**config.mk**
```make
export PLATFORM = sky130hd
export DESIGN_NAME = axi_line_master_flat
export DESIGN_NICKNAME = d
export VERILOG_FILES = /design/src/rtl/axi_line_master_if.sv /design/src/rtl/axi_line_master.sv /design/src/flat_wrapper.sv
export SDC_FILE = /design/constraint.sdc
export NUM_CORES = 1
export LEC_CHECK = 0
export ABC_AREA = 1
export CORE_ASPECT_RATIO = 0.8
export CORE_MARGIN = 2
export CORE_UTILIZATION = 35
export CTS_CLUSTER_SIZE = 16
export DETAILED_ROUTE_END_ITERATION = 8
export PLACE_DENSITY = 0.67
export SYNTH_ARGS = -nofsm -noshare
export SYNTH_HDL_FRONTEND = slang
export SYNTH_SLANG_ARGS = --single-unit
```
**constraint.sdc**
```tcl
create_clock -name M_AXI_ACLK -period 3.1 [get_ports M_AXI_ACLK]
set_input_delay 0.465 -clock M_AXI_ACLK [delete_from_list [all_inputs] [get_ports M_AXI_ACLK]]
set_output_delay 0.465 -clock M_AXI_ACLK [all_outputs]
set_load 0.05 [all_outputs]
```
**src/rtl/axi_line_master_if.sv**
```systemverilog
// AXI4 bus bundle used by axi_line_master.
// The master modport drives AW/W/AR and the B/R ready lines; the slave modport is the mirror.
interface axi_line_master_if #(
   parameter int WIDTH_ID = 2,
   parameter int WIDTH_DA = 32,
   parameter int WIDTH_AD = 32
);
   logic [WIDTH_ID-1:0]   M_AXI_AWID;
   logic [WIDTH_AD-1:0]   M_AXI_AWADDR;
   logic [3:0]            M_AXI_AWLEN;
   logic [2:0]            M_AXI_AWSIZE;
   logic [1:0]            M_AXI_AWBURST;
   logic                  M_AXI_AWVALID;
   logic                  M_AXI_AWREADY;
   logic [WIDTH_DA-1:0]   M_AXI_WDATA;
   logic [WIDTH_DA/8-1:0] M_AXI_WSTRB;
   logic                  M_AXI_WLAST;
   logic                  M_AXI_WVALID;
   logic                  M_AXI_WREADY;
   logic [WIDTH_ID-1:0]   M_AXI_BID;
   logic [1:0]            M_AXI_BRESP;
   logic                  M_AXI_BVALID;
   logic                  M_AXI_BREADY;
   logic [WIDTH_ID-1:0]   M_AXI_ARID;
   logic [WIDTH_AD-1:0]   M_AXI_ARADDR;
   logic [3:0]            M_AXI_ARLEN;
   logic [2:0]            M_AXI_ARSIZE;
   logic [1:0]            M_AXI_ARBURST;
   logic                  M_AXI_ARVALID;
   logic                  M_AXI_ARREADY;
   logic [WIDTH_ID-1:0]   M_AXI_RID;
   logic [WIDTH_DA-1:0]   M_AXI_RDATA;
   logic [1:0]            M_AXI_RRESP;
   logic                  M_AXI_RLAST;
   logic                  M_AXI_RVALID;
   logic                  M_AXI_RREADY;

   modport master (
      output M_AXI_AWID, M_AXI_AWADDR, M_AXI_AWLEN, M_AXI_AWSIZE, M_AXI_AWBURST, M_AXI_AWVALID,
      input  M_AXI_AWREADY,
      output M_AXI_WDATA, M_AXI_WSTRB, M_AXI_WLAST, M_AXI_WVALID,
      input  M_AXI_WREADY,
      input  M_AXI_BID, M_AXI_BRESP, M_AXI_BVALID,
      output M_AXI_BREADY,
      output M_AXI_ARID, M_AXI_ARADDR, M_AXI_ARLEN, M_AXI_ARSIZE, M_AXI_ARBURST, M_AXI_ARVALID,
      input  M_AXI_ARREADY,
      input  M_AXI_RID, M_AXI_RDATA, M_AXI_RRESP, M_AXI_RLAST, M_AXI_RVALID,
      output M_AXI_RREADY
   );

   modport slave (
      input  M_AXI_AWID, M_AXI_AWADDR, M_AXI_AWLEN, M_AXI_AWSIZE, M_AXI_AWBURST, M_AXI_AWVALID,
      output M_AXI_AWREADY,
      input  M_AXI_WDATA, M_AXI_WSTRB, M_AXI_WLAST, M_AXI_WVALID,
      output M_AXI_WREADY,
      output M_AXI_BID, M_AXI_BRESP, M_AXI_BVALID,
      input  M_AXI_BREADY,
      input  M_AXI_ARID, M_AXI_ARADDR, M_AXI_ARLEN, M_AXI_ARSIZE, M_AXI_ARBURST, M_AXI_ARVALID,
      output M_AXI_ARREADY,
      output M_AXI_RID, M_AXI_RDATA, M_AXI_RRESP, M_AXI_RLAST, M_AXI_RVALID,
      input  M_AXI_RREADY
   );
endinterface

```
**src/rtl/axi_line_master.sv**
```systemverilog
// axi_line_master: moves one 128-bit cache line per request as a 4-beat INCR burst.
// Optional abort timer enabled by defining AXI_MASTER_TIMEOUT_EN.
//
//   state  | meaning
//   -------+-----------------------------------------------
//   IDLE   | req_ready=1, waiting for a line request
//   AR     | read address offered (ARVALID)
//   RD     | collecting 4 read beats (RREADY)
//   AW     | write address offered (AWVALID)
//   WR     | driving 4 write beats (WVALID)
//   BR     | waiting for the write response (BREADY)
//   RSP    | one-cycle completion pulse on rsp_valid
module axi_line_master #(
   parameter int WIDTH_ID    = 2,
   parameter int WIDTH_DA    = 32,
   parameter int WIDTH_AD    = 32,
   parameter int TIMEOUT_CYC = 256
) (
   input  logic                  M_AXI_ACLK,
   input  logic                  M_AXI_ARESET,
   input  logic                  req_valid,
   output logic                  req_ready,
   input  logic                  req_we,
   input  logic [WIDTH_AD-1:0]   req_addr,
   input  logic [4*WIDTH_DA-1:0] req_wline,
   output logic                  rsp_valid,
   output logic [4*WIDTH_DA-1:0] rsp_rline,
   output logic                  rsp_err,
   axi_line_master_if.master     m_axi
);

   typedef enum logic [2:0] {
      S_IDLE, S_AR, S_RD, S_AW, S_WR, S_BR, S_RSP
   } state_t;

   state_t                    r_state;
   state_t                    w_next;
   logic [WIDTH_AD-1:0]       r_addr;
   logic [3:0][WIDTH_DA-1:0]  r_wline;
   logic [3:0][WIDTH_DA-1:0]  r_rline;
   logic [1:0]                r_cnt;
   logic                      r_err;

   logic w_req_hs;
   logic w_ar_hs;
   logic w_aw_hs;
   logic w_r_hs;
   logic w_w_hs;
   logic w_b_hs;
   logic w_any_hs;
   logic w_timeout;

   assign w_req_hs = (r_state == S_IDLE) && req_valid;
   assign w_ar_hs  = (r_state == S_AR) && m_axi.M_AXI_ARREADY;
   assign w_aw_hs  = (r_state == S_AW) && m_axi.M_AXI_AWREADY;
   assign w_r_hs   = (r_state == S_RD) && m_axi.M_AXI_RVALID;
   assign w_w_hs   = (r_state == S_WR) && m_axi.M_AXI_WREADY;
   assign w_b_hs   = (r_state == S_BR) && m_axi.M_AXI_BVALID;
   assign w_any_hs = w_ar_hs | w_aw_hs | w_r_hs | w_w_hs | w_b_hs;

   // Next-state decode; the burst ends on the beat count, never on RLAST.
   always_comb begin
      w_next = r_state;
      case (r_state)
         S_IDLE: if (req_valid) w_next = req_we ? S_AW : S_AR;
         S_AR:   if (w_ar_hs) w_next = S_RD;
         S_RD:   if (w_r_hs && (r_cnt == 2'd3)) w_next = S_RSP;
         S_AW:   if (w_aw_hs) w_next = S_WR;
         S_WR:   if (w_w_hs && (r_cnt == 2'd3)) w_next = S_BR;
         S_BR:   if (w_b_hs) w_next = S_RSP;
         S_RSP:  w_next = S_IDLE;
         default: w_next = S_IDLE;
      endcase
      if (w_timeout) w_next = S_RSP;
   end

   // State register.
   always_ff @(posedge M_AXI_ACLK) begin
      if (M_AXI_ARESET) r_state <= S_IDLE;
      else              r_state <= w_next;
   end

   // Request capture, beat counter, read line assembly and sticky error.
   always_ff @(posedge M_AXI_ACLK) begin
      if (M_AXI_ARESET) begin
         r_addr  <= '0;
         r_wline <= '0;
         r_rline <= '0;
         r_cnt   <= 2'd0;
         r_err   <= 1'b0;
      end else begin
         if (w_req_hs) begin
            r_addr  <= {req_addr[WIDTH_AD-1:4], 4'b0000};
            r_wline <= req_wline;
            r_cnt   <= 2'd0;
            r_err   <= 1'b0;
         end
         if (w_r_hs) begin
            r_rline[r_cnt] <= m_axi.M_AXI_RDATA;
            r_cnt          <= r_cnt + 2'd1;
            if (m_axi.M_AXI_RRESP != 2'b00) r_err <= 1'b1;
         end
         if (w_w_hs) r_cnt <= r_cnt + 2'd1;
         if (w_b_hs && (m_axi.M_AXI_BRESP != 2'b00)) r_err <= 1'b1;
         if (w_timeout) begin
            r_err <= 1'b1;
            r_cnt <= 2'd0;
         end
      end
   end

`ifdef AXI_MASTER_TIMEOUT_EN
   localparam int TW = (TIMEOUT_CYC > 2) ? $clog2(TIMEOUT_CYC) : 1;

   logic [TW-1:0] r_to_cnt;
   logic          w_to_active;
   logic          w_to_reload;

   assign w_to_active = (r_state == S_AR) || (r_state == S_RD) || (r_state == S_AW) ||
                        (r_state == S_WR) || (r_state == S_BR);
   assign w_to_reload = (w_next != r_state) || w_any_hs;
   assign w_timeout   = w_to_active && (r_to_cnt == '0) && !w_any_hs;

   // Down-counter: reloads on state entry or any handshake, aborts at zero.
   always_ff @(posedge M_AXI_ACLK) begin
      if (M_AXI_ARESET)                     r_to_cnt <= TW'(TIMEOUT_CYC - 1);
      else if (w_to_reload || !w_to_active) r_to_cnt <= TW'(TIMEOUT_CYC - 1);
      else if (r_to_cnt != '0)              r_to_cnt <= r_to_cnt - 1'b1;
   end
`else
   logic w_unused_to;
   assign w_timeout   = 1'b0;
   assign w_unused_to = (TIMEOUT_CYC == 0) | w_any_hs;
`endif

   assign req_ready = (r_state == S_IDLE);
   assign rsp_valid = (r_state == S_RSP);
   assign rsp_err   = r_err;
   assign rsp_rline = r_rline;

   assign m_axi.M_AXI_AWID    = {WIDTH_ID{1'b0}};
   assign m_axi.M_AXI_AWADDR  = r_addr;
   assign m_axi.M_AXI_AWLEN   = 4'd3;
   assign m_axi.M_AXI_AWSIZE  = 3'b010;
   assign m_axi.M_AXI_AWBURST = 2'b01;
   assign m_axi.M_AXI_AWVALID = (r_state == S_AW);

   // WDATA/WLAST only move on a W handshake, so the payload stays stable while WVALID waits.
   assign m_axi.M_AXI_WDATA   = r_wline[r_cnt];
   assign m_axi.M_AXI_WSTRB   = {(WIDTH_DA/8){1'b1}};
   assign m_axi.M_AXI_WLAST   = (r_state == S_WR) && (r_cnt == 2'd3);
   assign m_axi.M_AXI_WVALID  = (r_state == S_WR);
   assign m_axi.M_AXI_BREADY  = (r_state == S_BR);

   assign m_axi.M_AXI_ARID    = {WIDTH_ID{1'b0}};
   assign m_axi.M_AXI_ARADDR  = r_addr;
   assign m_axi.M_AXI_ARLEN   = 4'd3;
   assign m_axi.M_AXI_ARSIZE  = 3'b010;
   assign m_axi.M_AXI_ARBURST = 2'b01;
   assign m_axi.M_AXI_ARVALID = (r_state == S_AR);
   assign m_axi.M_AXI_RREADY  = (r_state == S_RD);

   // IDs, RLAST and the in-line offset bits carry nothing this master acts on.
   logic w_unused;
   assign w_unused = ^{m_axi.M_AXI_BID, m_axi.M_AXI_RID, m_axi.M_AXI_RLAST, req_addr[3:0]};

endmodule

```
**src/flat_wrapper.sv**
```systemverilog
// flat-port wrapper written by rule: the top's interface ports become plain ports
module axi_line_master_flat 
#(
   parameter int WIDTH_ID    = 2,
   parameter int WIDTH_DA    = 32,
   parameter int WIDTH_AD    = 32,
   parameter int TIMEOUT_CYC = 256
)
  (M_AXI_ACLK, M_AXI_ARESET, req_valid, req_ready, req_we, req_addr, req_wline, rsp_valid, rsp_rline, rsp_err, m_axi_M_AXI_AWID, m_axi_M_AXI_AWADDR, m_axi_M_AXI_AWLEN, m_axi_M_AXI_AWSIZE, m_axi_M_AXI_AWBURST, m_axi_M_AXI_AWVALID, m_axi_M_AXI_AWREADY, m_axi_M_AXI_WDATA, m_axi_M_AXI_WSTRB, m_axi_M_AXI_WLAST, m_axi_M_AXI_WVALID, m_axi_M_AXI_WREADY, m_axi_M_AXI_BID, m_axi_M_AXI_BRESP, m_axi_M_AXI_BVALID, m_axi_M_AXI_BREADY, m_axi_M_AXI_ARID, m_axi_M_AXI_ARADDR, m_axi_M_AXI_ARLEN, m_axi_M_AXI_ARSIZE, m_axi_M_AXI_ARBURST, m_axi_M_AXI_ARVALID, m_axi_M_AXI_ARREADY, m_axi_M_AXI_RID, m_axi_M_AXI_RDATA, m_axi_M_AXI_RRESP, m_axi_M_AXI_RLAST, m_axi_M_AXI_RVALID, m_axi_M_AXI_RREADY);
  axi_line_master_if #(.WIDTH_ID(WIDTH_ID), .WIDTH_DA(WIDTH_DA), .WIDTH_AD(WIDTH_AD)) m_axi_i ();
  input  logic M_AXI_ACLK;
  input  logic M_AXI_ARESET;
  input  logic req_valid;
  output logic req_ready;
  input  logic req_we;
  input  logic [WIDTH_AD-1:0] req_addr;
  input  logic [4*WIDTH_DA-1:0] req_wline;
  output logic rsp_valid;
  output logic [4*WIDTH_DA-1:0] rsp_rline;
  output logic rsp_err;
  output wire logic [$bits(m_axi_i.M_AXI_AWID)-1:0] m_axi_M_AXI_AWID;
  output wire logic [$bits(m_axi_i.M_AXI_AWADDR)-1:0] m_axi_M_AXI_AWADDR;
  output wire logic [$bits(m_axi_i.M_AXI_AWLEN)-1:0] m_axi_M_AXI_AWLEN;
  output wire logic [$bits(m_axi_i.M_AXI_AWSIZE)-1:0] m_axi_M_AXI_AWSIZE;
  output wire logic [$bits(m_axi_i.M_AXI_AWBURST)-1:0] m_axi_M_AXI_AWBURST;
  output wire logic [$bits(m_axi_i.M_AXI_AWVALID)-1:0] m_axi_M_AXI_AWVALID;
  input wire logic [$bits(m_axi_i.M_AXI_AWREADY)-1:0] m_axi_M_AXI_AWREADY;
  output wire logic [$bits(m_axi_i.M_AXI_WDATA)-1:0] m_axi_M_AXI_WDATA;
  output wire logic [$bits(m_axi_i.M_AXI_WSTRB)-1:0] m_axi_M_AXI_WSTRB;
  output wire logic [$bits(m_axi_i.M_AXI_WLAST)-1:0] m_axi_M_AXI_WLAST;
  output wire logic [$bits(m_axi_i.M_AXI_WVALID)-1:0] m_axi_M_AXI_WVALID;
  input wire logic [$bits(m_axi_i.M_AXI_WREADY)-1:0] m_axi_M_AXI_WREADY;
  input wire logic [$bits(m_axi_i.M_AXI_BID)-1:0] m_axi_M_AXI_BID;
  input wire logic [$bits(m_axi_i.M_AXI_BRESP)-1:0] m_axi_M_AXI_BRESP;
  input wire logic [$bits(m_axi_i.M_AXI_BVALID)-1:0] m_axi_M_AXI_BVALID;
  output wire logic [$bits(m_axi_i.M_AXI_BREADY)-1:0] m_axi_M_AXI_BREADY;
  output wire logic [$bits(m_axi_i.M_AXI_ARID)-1:0] m_axi_M_AXI_ARID;
  output wire logic [$bits(m_axi_i.M_AXI_ARADDR)-1:0] m_axi_M_AXI_ARADDR;
  output wire logic [$bits(m_axi_i.M_AXI_ARLEN)-1:0] m_axi_M_AXI_ARLEN;
  output wire logic [$bits(m_axi_i.M_AXI_ARSIZE)-1:0] m_axi_M_AXI_ARSIZE;
  output wire logic [$bits(m_axi_i.M_AXI_ARBURST)-1:0] m_axi_M_AXI_ARBURST;
  output wire logic [$bits(m_axi_i.M_AXI_ARVALID)-1:0] m_axi_M_AXI_ARVALID;
  input wire logic [$bits(m_axi_i.M_AXI_ARREADY)-1:0] m_axi_M_AXI_ARREADY;
  input wire logic [$bits(m_axi_i.M_AXI_RID)-1:0] m_axi_M_AXI_RID;
  input wire logic [$bits(m_axi_i.M_AXI_RDATA)-1:0] m_axi_M_AXI_RDATA;
  input wire logic [$bits(m_axi_i.M_AXI_RRESP)-1:0] m_axi_M_AXI_RRESP;
  input wire logic [$bits(m_axi_i.M_AXI_RLAST)-1:0] m_axi_M_AXI_RLAST;
  input wire logic [$bits(m_axi_i.M_AXI_RVALID)-1:0] m_axi_M_AXI_RVALID;
  output wire logic [$bits(m_axi_i.M_AXI_RREADY)-1:0] m_axi_M_AXI_RREADY;
  assign m_axi_M_AXI_AWID = m_axi_i.M_AXI_AWID;
  assign m_axi_M_AXI_AWADDR = m_axi_i.M_AXI_AWADDR;
  assign m_axi_M_AXI_AWLEN = m_axi_i.M_AXI_AWLEN;
  assign m_axi_M_AXI_AWSIZE = m_axi_i.M_AXI_AWSIZE;
  assign m_axi_M_AXI_AWBURST = m_axi_i.M_AXI_AWBURST;
  assign m_axi_M_AXI_AWVALID = m_axi_i.M_AXI_AWVALID;
  assign m_axi_i.M_AXI_AWREADY = m_axi_M_AXI_AWREADY;
  assign m_axi_M_AXI_WDATA = m_axi_i.M_AXI_WDATA;
  assign m_axi_M_AXI_WSTRB = m_axi_i.M_AXI_WSTRB;
  assign m_axi_M_AXI_WLAST = m_axi_i.M_AXI_WLAST;
  assign m_axi_M_AXI_WVALID = m_axi_i.M_AXI_WVALID;
  assign m_axi_i.M_AXI_WREADY = m_axi_M_AXI_WREADY;
  assign m_axi_i.M_AXI_BID = m_axi_M_AXI_BID;
  assign m_axi_i.M_AXI_BRESP = m_axi_M_AXI_BRESP;
  assign m_axi_i.M_AXI_BVALID = m_axi_M_AXI_BVALID;
  assign m_axi_M_AXI_BREADY = m_axi_i.M_AXI_BREADY;
  assign m_axi_M_AXI_ARID = m_axi_i.M_AXI_ARID;
  assign m_axi_M_AXI_ARADDR = m_axi_i.M_AXI_ARADDR;
  assign m_axi_M_AXI_ARLEN = m_axi_i.M_AXI_ARLEN;
  assign m_axi_M_AXI_ARSIZE = m_axi_i.M_AXI_ARSIZE;
  assign m_axi_M_AXI_ARBURST = m_axi_i.M_AXI_ARBURST;
  assign m_axi_M_AXI_ARVALID = m_axi_i.M_AXI_ARVALID;
  assign m_axi_i.M_AXI_ARREADY = m_axi_M_AXI_ARREADY;
  assign m_axi_i.M_AXI_RID = m_axi_M_AXI_RID;
  assign m_axi_i.M_AXI_RDATA = m_axi_M_AXI_RDATA;
  assign m_axi_i.M_AXI_RRESP = m_axi_M_AXI_RRESP;
  assign m_axi_i.M_AXI_RLAST = m_axi_M_AXI_RLAST;
  assign m_axi_i.M_AXI_RVALID = m_axi_M_AXI_RVALID;
  assign m_axi_M_AXI_RREADY = m_axi_i.M_AXI_RREADY;
  axi_line_master #(.WIDTH_ID(WIDTH_ID), .WIDTH_DA(WIDTH_DA), .WIDTH_AD(WIDTH_AD), .TIMEOUT_CYC(TIMEOUT_CYC)) u_core (.M_AXI_ACLK(M_AXI_ACLK), .M_AXI_ARESET(M_AXI_ARESET), .req_valid(req_valid), .req_ready(req_ready), .req_we(req_we), .req_addr(req_addr), .req_wline(req_wline), .rsp_valid(rsp_valid), .rsp_rline(rsp_rline), .rsp_err(rsp_err), .m_axi(m_axi_i));
endmodule
```
==> results.txt, run 1 <==
* Multi-input gate area in the final layout: approximately 0.0049 mm²
- The cell sitting at the root of the clock tree is a sky130_fd_sc_hd__clkbuf_16.
- Summing every instance area after synthesis gives 0.01181 mm².
- A synthesized cell averages approximately 7.5 µm².
- DRC violation count after routing: 0
- The die covers ~0.035 mm².
- In this run, CTS created clock tree buffers numbering 31.
- Cells along the critical path: inv_1, nor3_1, clkdlybuf4s50_1
- Core Util, Final: 49.95%
- Total count of hold-check failures in the final report: 0
- Kind of cell with the highest combined delay on the critical path: buffers and inverters
- The max-slew violation total from the final report came to 0.
- Remaining global-route overflow: 0
* Fill count: 3,258
- Maximum clock frequency: roughly 360 MHz
- Detailed-router iteration count before antenna repair: 5
* Standby leakage power: 0.006419 µW
- After technology mapping, the gate count stands at roughly 1,600.
* Setup repair after global routing missed its margin: false
* Share of the clock period used by the worst path after layout: 89.03%
- Leaving out fill and tap cells, the most frequent cells in the layout are 392 x sky130_fd_sc_hd__nor2_1, 391 x sky130_fd_sc_hd__clkdlybuf4s50_1, 289 x sky130_fd_sc_hd__dfxtp_1.
- Core region area: 0.03341 mm²
- Counting flops and latches in the post-synthesis netlist gives 290.
* Height of the die: 168.3 µm
- Detailed Route WL: 40,290 µm
- Max Cap Violations: 0
* Detailed-placement wirelength estimate: 26,920 µm
- Total of endpoints with negative setup slack in the final report: 0
- Buffers added on ports: 425
* Area used by sequential logic in the layout: around 0.0058 mm²
- Clk sink count: 290
* Number of antenna violations at the first check in global routing: 4
* GRT Util Overall: 21.49%
* Maximum level of the CTS H-tree: 1
* Layout net count: ~2,100
- After floorplanning, the core was divided into 60 placement rows.
- Via count of the first global-routing pass: roughly 11,000
* Sum Neg Setup Slack: 0 ns
* Number of buffer and inverter stages on the critical path: 2
* Largest incremental delay on the critical path: 0.87 ns
- In this run the register-to-register setup slack is around 0.86 ns.
* Starting Density: 35.35%
* Number of setup buffers added after CTS: 0
- The worst setup path is of the flip-flop to output port kind.
- The later pin in the worst-skew pair is clocked with a latency of 0.56 ns.
- Antenna-violating nets left: 0
* Peak supply drop: 444.6 µV
- Most common library cell in the layout ignoring fill and taps: sky130_fd_sc_hd__nor2_1
* Number of I/O pins: 469
- For the worst setup path, the data required time is ~2.6 ns.
- Entering global routing, the biggest net connects 158 pins.
- Startpoint type of the worst setup path: flip-flop
- Detailed routing inserted a total of 11,750 vias.
* Width of the chip: 209.4 µm
- Synthesis instantiated 27 different standard cells from the library.
- At the end of routability-driven placement, the weighted congestion stood at 0.8346.
- Global-route wire length before repair: 60,970 µm
- TritonCTS built the clock tree.
- STA puts the critical path data arrival time at 2.30 ns.
- Run status: finished, final reports clean
* Clk pin slew, worst setup/hold paths: 0.06 ns
- The routed design could run at a clock period as short as 2.760 ns.
* Transition time at the pin with the least slew margin: 0.7767 ns
* Number of hold-repair buffers added at the cts stage: 0
- Drt first-iter violations: around 1,000
* Buffer depth of the longest clock path: 3
- Sequential elements use between 40% and 50% of the synthesized area.
- The min-delay analysis places its worst path in the category input pin to flip-flop.
- Worst slew margin: 48.22%
* Layout cells sized above 1: 5.827%
- Master of the slowest instance on the critical path: sky130_fd_sc_hd__clkdlybuf4s50_1
- During synthesis, Yosys emitted a total of 0 warnings.
- Critical path peak fanout: 7
* WHS: ~0.35 ns
- STA classifies the critical path endpoint as an output port.
* Wire length per cell: around 17 µm
- Synthesis-to-layout area growth: 41.31%
- The number of gates resized after CTS was 0.
* Via count normalized by instance count: 4.984
* Worst clock skew: approximately 0.01 ns
- In this run the power density over the cells is slightly above 800 mW/mm².
[stage by stage]
stage / cells / cell area [µm²] / worst slack, ns / total power, µW
detailed placement: 2303 / 15780 / 0.7751 / 10140
finish: 2357 / 16690 / 0.3400 / 13470
global placement: 2303 / 15780 / 0.8364 / 10090
global route: 2357 / 16690 / 0.2446 / 14170
CTS: 2356 / 16680 / 0.3040 / 13590
floorplan: 1607 / 11930 / 0.8352 / 8585
[area by class of cell]
type	count	share of cell area [%]
clock inverters	4	0.1425
inverters	15	0.3899
flip-flops and latches	290	34.80
diodes	1	0.01500
multi-input cells	1112	29.53
well taps	434	3.254
clock buffers	49	5.294
repair buffers	452	26.57
[logic make-up (layout without fill, tap and decap cells)]
group | Yosys count | in the layout | synth area share (%)
buf+inv | 205 | 520 | 10.12
other cells | 2 | 35 | 0.06360
compound gates | 386 | 386 | 16.72
flops | 290 | 290 | 49.16
fa+ha+maj | 4 | 4 | 0.4238
simple gates | 688 | 688 | 23.51
[cell usage after synthesis]
master | instances | share of area (%)
sky130_fd_sc_hd__buf_4 | 76 | 4.8
sky130_fd_sc_hd__a21oi_1 | 132 | 5.6
sky130_fd_sc_hd__buf_8 | 1 | 0.13
sky130_fd_sc_hd__conb_1 | 2 | 0.064
sky130_fd_sc_hd__o211ai_1 | 1 | 0.064
sky130_fd_sc_hd__buf_1 | 11 | 0.35
sky130_fd_sc_hd__o21ai_1 | 4 | 0.17
sky130_fd_sc_hd__o21ai_0 | 217 | 9.2
sky130_fd_sc_hd__o22ai_1 | 32 | 1.7
sky130_fd_sc_hd__inv_2 | 1 | 0.032
sky130_fd_sc_hd__nor3_1 | 1 | 0.042
sky130_fd_sc_hd__nand2_1 | 156 | 5.0
sky130_fd_sc_hd__nor2_4 | 1 | 0.095
sky130_fd_sc_hd__nor2_1 | 392 | 12
sky130_fd_sc_hd__inv_1 | 12 | 0.38
sky130_fd_sc_hd__inv_4 | 1 | 0.053
sky130_fd_sc_hd__nor2_2 | 2 | 0.11
sky130_fd_sc_hd__and3_1 | 1 | 0.053
sky130_fd_sc_hd__ha_1 | 4 | 0.42
sky130_fd_sc_hd__nand2_2 | 2 | 0.11
sky130_fd_sc_hd__buf_6 | 11 | 1.0
sky130_fd_sc_hd__nand2_4 | 1 | 0.095
sky130_fd_sc_hd__clkbuf_1 | 57 | 1.8
sky130_fd_sc_hd__buf_2 | 34 | 1.4
sky130_fd_sc_hd__clkinv_2 | 1 | 0.042
sky130_fd_sc_hd__dfxtp_1 | 290 | 49
sky130_fd_sc_hd__nand3_1 | 132 | 5.6
[power breakdown]
group	internal (µW)	switching, µW
Clock	1930	1480
Sequential	4380	351
Combinational	1590	3740
[path summary, 6_finish.rpt]
kind / start / endpoint / cells past startpoint
worst max register to register: u_core.r_cnt[1] / u_core.rsp_rline[94] / 5
worst max-delay path: u_core.r_state[2] / rsp_valid / 3
worst min-delay path: M_AXI_ARESET / u_core.rsp_rline[55] / 2
worst min register to register: u_core.rsp_rline[45] / u_core.rsp_rline[45] / 2
[registers in the layout, indices dropped and copies added (netlist names)]
signal and flops:
u_core.rsp_err 1, u_core.r_cnt 2, u_core.r_wline 128, u_core.r_state 3, u_core.m_axi.M_AXI_ARADDR 28, u_core.rsp_rline 128
[routing by layer]
metal  part of all wire (%)  vias up  GRT usage, %
met5                  0.067        -             0
met4                    2.2        4         5.745
met3                    9.9       71         7.014
met2                     46      470         34.91
met1                     42     5455         27.46
li1                       -     5748             -
Power figures use the tool's default switching activity.
==> inputs of run 2 (changes only) <==
Settings changed: GPL_TIMING_DRIVEN set to 0.
==> results.txt, run 2 (synthesis results as in run 1) <==
- The flow ran to the end, and the final reports show no timing, DRC or antenna violations.
* Total count of hold-check failures in the final report: 0
- The internal power of the cells totals 8276 µW.
- Buffer depth of the longest clock path: 3
- CTS Root Cell: sky130_fd_sc_hd__clkbuf_16
- The largest single stage delay on the critical path is 0.62 ns.
* Startpoint of the lowest-slack register-to-register path: u_core.r_cnt[1]
- At the later pin of the worst-skew pair, clock insertion delay measures 0.56 ns.
* Cells after DPL: 2,465
- Post-CTS timing repair inserted 0 buffers for setup.
* Met3 routed wirelength: between 3000 and 4000 µm
- The signal on the critical path passes through ha_2, and3_1, dlygate4sd2_1.
- Kind of cell with the highest combined delay on the critical path: flip-flops
- Antenna-violating nets left: 0
* Worst reg2reg path depth: 8
* Startpoint type of the worst setup path: flip-flop
- Clock Power Share: 25.2%
- Worst Hold Class: flip-flop to flip-flop
- Most frequent cells in the layout: 392 x sky130_fd_sc_hd__nor2_1, 391 x sky130_fd_sc_hd__clkdlybuf4s50_1, 290 x sky130_fd_sc_hd__dfxtp_1
- Across the routed clock network, the largest skew measured is approximately 0.016 ns.
- The core region is 0.03341 mm².
- Detailed-placement wirelength estimate: roughly 35,000 µm
* DP Area: approximately 0.017 mm²
- Worst slew margin: 58.88%
- Synthesis-to-layout area growth: 49.95%
- Required time at the endpoint of the critical path: ~2.6 ns
- In the final timing run, aggregate negative setup slack is 0 ns.
* Wire length per cell: 18.01 µm
- Transition time at the pin with the least slew margin: 0.6148 ns
- Setup CP Type: flip-flop to output port
* Cell row count: 60
- Time the final worst path needs with I/O delays and setup: approximately 3.0 ns
- Number of hold-repair buffers added at the cts stage: 0
- Entering global routing, the biggest net connects 19 pins.
* Layout cells sized above 1: 10.76%
- Highest metal layer with signal wires: met5
* Part of the power in registers: 33.7%
- Power Density: 797.4 mW/mm²
* Most common library cell in the layout ignoring fill and taps: sky130_fd_sc_hd__nor2_1
* Via count of the first global-routing pass: ~12,000
- The share of total power dissipated in combinational logic is 41.1%.
- Width of the chip: roughly 210 µm
- Critical path peak fanout: 18
- Number of max-slew violations in the final report: 0
* Height of the die: ~170 µm
- GRT Util Overall: 24.55%
- CTS tree: yes
- Across the VDD grid, the largest voltage drop is 519.9 µV.
- Clk pin slew, worst setup/hold paths: 0.06 ns
- Via count normalized by instance count: roughly 5.0
- Worst Setup SP: u_core.r_cnt[1]
- Setup slack on the critical path of the routed design comes to a little over 0.1 ns.
* Detailed Route WL: 45,450 µm
- Post-layout instance count excluding filler cells: 2,523
- Master of the slowest instance on the critical path: sky130_fd_sc_hd__dfxtp_1
- TritonCTS created 30 clock buffers.
- Maximum clock frequency: 333.4 MHz
- The clock drives a little under 300 sinks.
- Along the worst hold path, the cell count comes to 2.
- Number of antenna violations at the first check in global routing: 9
* GP Congestion: around 0.90
* Setup repair after global routing missed its margin: true
* Layout net count: 2,275
- Area used by sequential logic in the layout: between 0.005 and 0.006 mm²
- Summed over all nets, wire length on met2 after detailed routing comes to 20,870 µm.
- For this block, wires on met1 add up to 19,250 µm.
* Worst hold path startpoint: u_core.rsp_rline[22]
- DRC violation count after routing: 0
- The worst setup path is captured at an output port.
* Global-route wire length before repair: 67,750 µm
- Share of the clock period used by the worst path after layout: 96.74%
* Core Util, Final: 53.00%
- For this configuration, the core starts out at a cell density of 35.35%.
- Detailed-router iteration count before antenna repair: 5
- Full die area: between 0.03 and 0.04 mm²
- Multi-input gate area in the final layout: just under 0.005 mm²
- Setup WS pre-CTS: -0.2699 ns
- Buffers added on ports: 424
- Drt first-iter violations: 1,033
- Remaining global-route overflow: 0
- Sw frac: 41.38%
- Max Cap Violations: 0
* Via Count: 12,550
- Fill count: 3,228
* Number of I/O pins: roughly 470
- Net load switching power: about 6000 µW
* Standby leakage power: 0.006978 µW
- Total of endpoints with negative setup slack in the final report: 0
- Number of logic stages on the critical path including buffering: 3
- Data arrives at the worst endpoint at 2.53 ns.
* Number of buffer and inverter stages on the critical path: 1
- Post-route design area: 0.01771 mm²
- Maximum level of the CTS H-tree: 1
[run 2: power groups by stage]
stage,combinational [µW],sequential (µW),clock [µW]
floorplan,3340,5240,0
global placement,5820,4800,0
detailed placement,5860,4820,0
CTS,5820,4750,3600
global route,6210,4820,3760
finish,5810,4760,3560
[run 2: worst register-to-register path: cells and delay by family, from the launching register on]
family	cells	cell delay [ns]
buffers and inverters	4	1.03
DFF	1	0.62
and+or+nand+nor	2	0.35
adders and majority gates	1	0.24
AOI/OAI and AO/OA	1	0.16
[run 2: path summary, 6_finish.rpt]
path,to,slack [ns]
worst min-delay path,u_core.rsp_rline[22],0.46
worst max register to register,u_core.rsp_rline[24],0.60
worst max-delay path,m_axi_M_AXI_WLAST,0.10
worst min register to register,u_core.rsp_rline[22],0.46
[run 2: timing repair]
item	4_1_cts	5_1_grt
cloned	0	0
setup endpoints to repair	33	31
pin swaps	0	0
gates resized for setup	93	20
[run 2: area by class of cell]
class | count | area share [%]
Antenna cell | 7 | 0.09893
Buffer | 188 | 6.466
Clock buffer | 46 | 5.264
Clock inverter | 7 | 0.2120
Inverter | 15 | 0.3392
Multi-Input combinational cell | 1112 | 27.85
Sequential cell | 290 | 32.79
Tap cell | 434 | 3.067
Timing Repair Buffer | 424 | 23.92
[run 2: through the flow]
| stage | hold slack (ns) | power [µW] |
|---|---|---|
| 2_1_floorplan | 0.4644 | 8585 |
| 3_3_place_gp | 0.4469 | 10620 |
| 3_5_place_dp | 0.4516 | 10680 |
| 4_1_cts | 0.4602 | 14170 |
| 5_1_grt | 0.4701 | 14790 |
| 6_report | 0.4605 | 14120 |
[run 2: metal layers]
metal / vias up / global-route usage, %
met5: - / 0
met1: 5849 / 31.32
li1: 6081 / -
met3: 84 / 6.100
met2: 535 / 40.25
met4: 4 / 9.099
==> edit 1 (config.mk and constraints of run 2) <==
`WIDTH_AD` is set to 32 in 3 places; all go to 48.
--- a/src/rtl/axi_line_master_if.sv
+++ b/src/rtl/axi_line_master_if.sv
@@ -5,3 +5,3 @@
    parameter int WIDTH_DA = 32,
-   parameter int WIDTH_AD = 32
+   parameter int WIDTH_AD = 48
 );
--- a/src/rtl/axi_line_master.sv
+++ b/src/rtl/axi_line_master.sv
@@ -15,3 +15,3 @@
    parameter int WIDTH_DA    = 32,
-   parameter int WIDTH_AD    = 32,
+   parameter int WIDTH_AD    = 48,
    parameter int TIMEOUT_CYC = 256
--- a/src/flat_wrapper.sv
+++ b/src/flat_wrapper.sv
@@ -5,3 +5,3 @@
    parameter int WIDTH_DA    = 32,
-   parameter int WIDTH_AD    = 32,
+   parameter int WIDTH_AD    = 48,
    parameter int TIMEOUT_CYC = 256
Interface: changed (resized m_axi_M_AXI_ARADDR, m_axi_M_AXI_AWADDR and req_addr); port bits go from 469 to 517. The function was not compared with the original's and may differ.
==> edit 1 against run 2 <==
Area after synthesis rose by 5.2%; design area is 7.2% higher; count of clock-buffer cells in the layout down 1; first-iteration DRC count is 0.77% lower; sequential power rose by 7.1%; routed wire length rose by 8.2%; setup slack got worse by 0.0090 ns; critical path type unchanged; sequential cell count increased by 16; power is 12% higher.
==> edit 1: results (changes against run 2) <==
[outcome]
status=finished clean  ; unchanged

[routing]
drc_errors=0  ; unchanged
dr.pass1.iters=5  ; unchanged
drt_iter0_drc=1025  ; was 1033
dr_wl_met2_microns=22800  ; was 20900 microns
wl_met3_microns=3960  ; was 3800 microns
routedLengthMet1_microns=20500  ; was 19200 microns
avgRoutedWirePerCell_microns=18.2  ; was 18.0 microns
viasPerCell=4.96  ; was 4.98
top_layer_used=met5  ; unchanged

[cts]
post_cts_buffers=0  ; unchanged
clkTransAtPathRegs_ns=0.06  ; about the same
cts_max_level=2  ; was 1
cts-root-buf=clkbuf_16  ; unchanged
numCtsBuffers=35  ; was 30
cts_max_path_buffers=3  ; unchanged
clk_latency_ns=0.54  ; was 0.56 ns

[synthesis]
synth_xor_area_frac=0  ; unchanged
synthArstFlopShare=0  ; unchanged
netlist-cell-type-count=21  ; was 27
ys_seq_area_frac=0.493  ; was 0.492
synthTopCellsByArea=dfxtp_1 (49%), nor2_1 (13%), o21ai_0 (8.4%)  ; was dfxtp_1 (49%), nor2_1 (12%), o21ai_0 (9.2%)
synth_common_cells=nor2_1 (427), dfxtp_1 (306), o21ai_0 (209)  ; was nor2_1 (392), dfxtp_1 (290), o21ai_0 (217)
synth_warnings=0  ; unchanged
synth_fa_ha_area_frac=0.00403  ; was 0.00424
synth_compound_area_frac=0.165  ; was 0.167
synthMuxAreaShare=0  ; unchanged

[global_routing]
antenna_found_initial=10  ; was 9
grt_max_degree=14  ; was 19
grt-ovfl-total=0  ; unchanged
grt_pass1_wl_microns=75000  ; was 67800 microns
grt_usage=0.257  ; was 0.246
grt_pass1_vias=13000  ; was 11800

[critical_path]
crit_path_max_incr_delay_ns=0.54  ; was 0.62 ns
cp_max_fo=10  ; was 18
ff2ff_path_depth=9  ; was 8
crit_slowest_cell=clkdlybuf4s15_1  ; was dfxtp_1
arrival_ns=2.54  ; was 2.53 ns
regToRegSetupSlack_ns=0.70  ; was 0.60 ns
timing.rr.end=u_core.rsp_rline[23]  ; was u_core.rsp_rline[24]
r2r-start=u_core.r_cnt[0]  ; was u_core.r_cnt[1]

[power_and_ir_drop]
leakagePower_uw=0.00753  ; was 0.00698 uW
peakVddDrop_mv=0.455  ; was 0.520 mV

[hold_path]
min_from=u_core.rsp_rline[37]  ; was u_core.rsp_rline[22]
holdPathEnd=u_core.rsp_rline[37]  ; was u_core.rsp_rline[22]
hold_path.class=flip-flop to flip-flop  ; unchanged
holdPathStages=2  ; unchanged

[sta]
hold_viol=0  ; unchanged
tightest_slew_ns=0.821  ; was 0.615 ns
clock_skew_ns=0.0354  ; was 0.0163 ns
maxSlewViolCount=0  ; unchanged

[placement]
dp_hpwl_microns=37900  ; was 34600 microns
gp_congestion=0.895  ; was 0.896
port_buffers=472  ; was 424
placed_cell_area_sq_um=17900  ; was 16700 sq um

[cells_and_area]
layout-drive-gt1-share=0.107  ; was 0.108
nFillCells=3308  ; was 3228
nNetsFinal=2431  ; was 2275

==> edit 1: critical path: cells and delay by family, from the launching register on <==
kind                   cells  cell delay [ns]
buffers and inverters      3             1.16
DFF                        1             0.52
AOI/OAI and AO/OA          1             0.22
and+or+nand+nor            1             0.10
==> edit 1: routing by layer <==
| layer | up-vias | global-route usage |
|---|---|---|
| met5 | - | 0 |
| met4 | 4 | 0.117 |
| met3 | 114 | 0.0601 |
| met2 | 633 | 0.415 |
| met1 | 6224 | 0.327 |
| li1 | 6449 | - |
==> edit 1: how the worst max path moves through the flow <==
stage / from / endpoint / cells past startpoint
global placement: u_core.r_cnt[1] / m_axi_M_AXI_WLAST / 5
detailed placement: u_core.r_cnt[1] / m_axi_M_AXI_WLAST / 5
global route: u_core.r_cnt[0] / m_axi_M_AXI_WDATA[13] / 6
CTS: u_core.r_cnt[0] / m_axi_M_AXI_WDATA[11] / 5
finish: u_core.r_cnt[0] / m_axi_M_AXI_WDATA[15] / 5
floorplan: u_core.r_cnt[0] / m_axi_M_AXI_WDATA[22] / 5
==> edit 1: cell type report <==
type                            instances  share of cell area
Antenna cell                            9             0.00119
Buffer                                210              0.0662
Clock buffer                           45              0.0497
Clock inverter                         15             0.00830
Inverter                               15             0.00297
Multi-Input combinational cell       1161               0.269
Sequential cell                       306               0.323
Tap cell                              472              0.0311
Timing Repair Buffer                  472               0.249
==> edit 1: report_power, final <==
part | leakage, uW | total [uW] | switching, uW | internal (uW)
logic | 0.00448 | 6700 | 4560 | 2140
registers | 0.00250 | 5100 | 444 | 4650
clock network | 0.000549 | 4010 | 1680 | 2330
total | 0.00753 | 15800 | 6680 | 9130
==> edit 1: cell families after synthesis <==
logic type / Yosys count
AND/OR/NAND/NOR: 721
flip-flops: 306
other: 2
AO/OA/AOI/OAI: 402
adder cells (fa/ha/maj): 4
buffers and inverters: 227
==> edit 1: what timing repair did <==
item / 4_1_cts / 5_1_grt
resized for setup: 88 / 13
setup endpoints to repair: 33 / 17
endpoints found under the hold margin: 0 / 0
==> edit 1: metrics by stage <==
stage	std cells	worst slack (ns)	TNS (ns)	util	hold WS, ns
2_1_floorplan	1694	0.835	0	-	0.460
3_3_place_gp	2638	-0.247	-0.563	0.512	0.448
3_5_place_dp	2638	-0.245	-0.436	0.512	0.452
4_1_cts	2697	0.0000560	0	0.544	0.461
5_1_grt	2705	0.000577	0	0.544	0.477
6_report	2705	0.0920	0	0.544	0.461
==> edit 2 (settings of run 2) <==
Without the edit above. Register the output `rsp_err` once more, without a reset; this adds one clock of latency there. The other outputs are not delayed to match.
--- a/src/rtl/axi_line_master.sv
+++ b/src/rtl/axi_line_master.sv
@@ -137,3 +137,5 @@
    assign rsp_valid = (r_state == S_RSP);
-   assign rsp_err   = r_err;
+   always_ff @(posedge M_AXI_ACLK) begin
+      rsp_err <= r_err;
+   end
    assign rsp_rline = r_rline;
Function: changed (Yosys sat finds a counterexample within 4 cycles, from zero or initial values and one cycle with M_AXI_ARESET high).
==> edit 2 against run 2 <==
Area after synthesis rose by 0.17%; critical path depth rose by 2; clock skew fell by 0.0071 ns; setup slack got worse by 0.050 ns; utilization rose by 0.47 points; clock power rose by 14%; register-to-register slack improved by 0.09 ns; design area rose by 1.1%; synthesized cell count barely moved; sequential power barely moved; sequential cell count rose by 1; via count fell by 0.47%; power rose by 3.7%; routed wire length fell by 0.92%.
==> edit 2: results (changes against run 2) <==
[placement]
placed_cell_area_sq_um=16700  ; about the same
dp_slack_ns=-0.214  ; was -0.270 ns
gp_congestion=0.872  ; was 0.896
dp_hpwl_microns=34100  ; was 34600 microns

[global_routing]
met2_usage=0.399  ; was 0.402
grt_pass1_vias=11800  ; about the same
grt_pass1_wl_microns=67600  ; was 67800 microns
grtUsageMet1=0.310  ; was 0.313

[cells_and_area]
layout-drive-gt1-share=0.107  ; was 0.108

[sta]
min_period_ns=3.05  ; was 3.00 ns
clock_skew_ns=0.00922  ; was 0.0163 ns

[routing]
dr_wl_met2_microns=20600  ; was 20900 microns
avgRoutedWirePerCell_microns=17.8  ; was 18.0 microns
wl_met3_microns=4200  ; was 3800 microns
totalWireLength_microns=45000  ; was 45400 microns
routedLengthMet1_microns=18700  ; was 19200 microns
viasPerCell=4.94  ; was 4.98

[synthesis]
ys_seq_area_frac=0.492  ; about the same
syn_area_per_cell_sq_um=7.51  ; was 7.50 sq um
synth_common_cells=nor2_1 (392), dfxtp_1 (291), o21ai_0 (217)  ; was nor2_1 (392), dfxtp_1 (290), o21ai_0 (217)

[outcome]
status=finished clean  ; unchanged

[critical_path]
regToRegSetupSlack_ns=0.69  ; was 0.60 ns
crit_slowest_cell=clkbuf_1  ; was dfxtp_1
crit_path_max_incr_delay_ns=0.44  ; was 0.62 ns
cp_max_fo=10  ; was 18
ff2ff_path_depth=9  ; was 8

[power_and_ir_drop]
peakVddDrop_mv=0.641  ; was 0.520 mV
share_comb_of_total_power=0.398  ; was 0.411
powerDensity_nw_per_um2=818  ; was 797 nW/um^2
pwr-share-seq=0.325  ; was 0.337

[cts]
numCtsBuffers=31  ; was 30
post_cts_resized=102  ; was 93

edit 2: final cells by class:
class                   instances  area [sq um]
clock buffers                  42           847
multi-input cells            1112          4930
repair buffers                424          4270
fillers                      3172         15600
clock inverters                15           256
plain buffers                 189          1150
inverters                      15          60.1
well taps                     434           543
diodes                          9          22.5
flip-flops and latches        291          5830
edit 2: worst register-to-register path: cells and delay by family, from the launching register on:
family          cells  cell delay (ns)
buf+inv             5             1.09
compound gates      1             0.14
flops               1             0.53
simple gates        2             0.33
fa+ha+maj           1             0.24
edit 2: cell families after synthesis:
kind of cell,share of synthesized area
AND/OR/NAND/NOR,0.235
AO/OA/AOI/OAI,0.167
flip-flops,0.492
buffers and inverters,0.101
adder cells (fa/ha/maj),0.00423
other,0.000635
edit 2: worst paths after layout:
check	from	to
max	u_core.r_cnt[1]	m_axi_M_AXI_WDATA[19]
min	u_core.r_err	u_core.rsp_err
max reg2reg	u_core.r_cnt[0]	u_core.rsp_rline[5]
min reg2reg	u_core.r_err	u_core.rsp_err
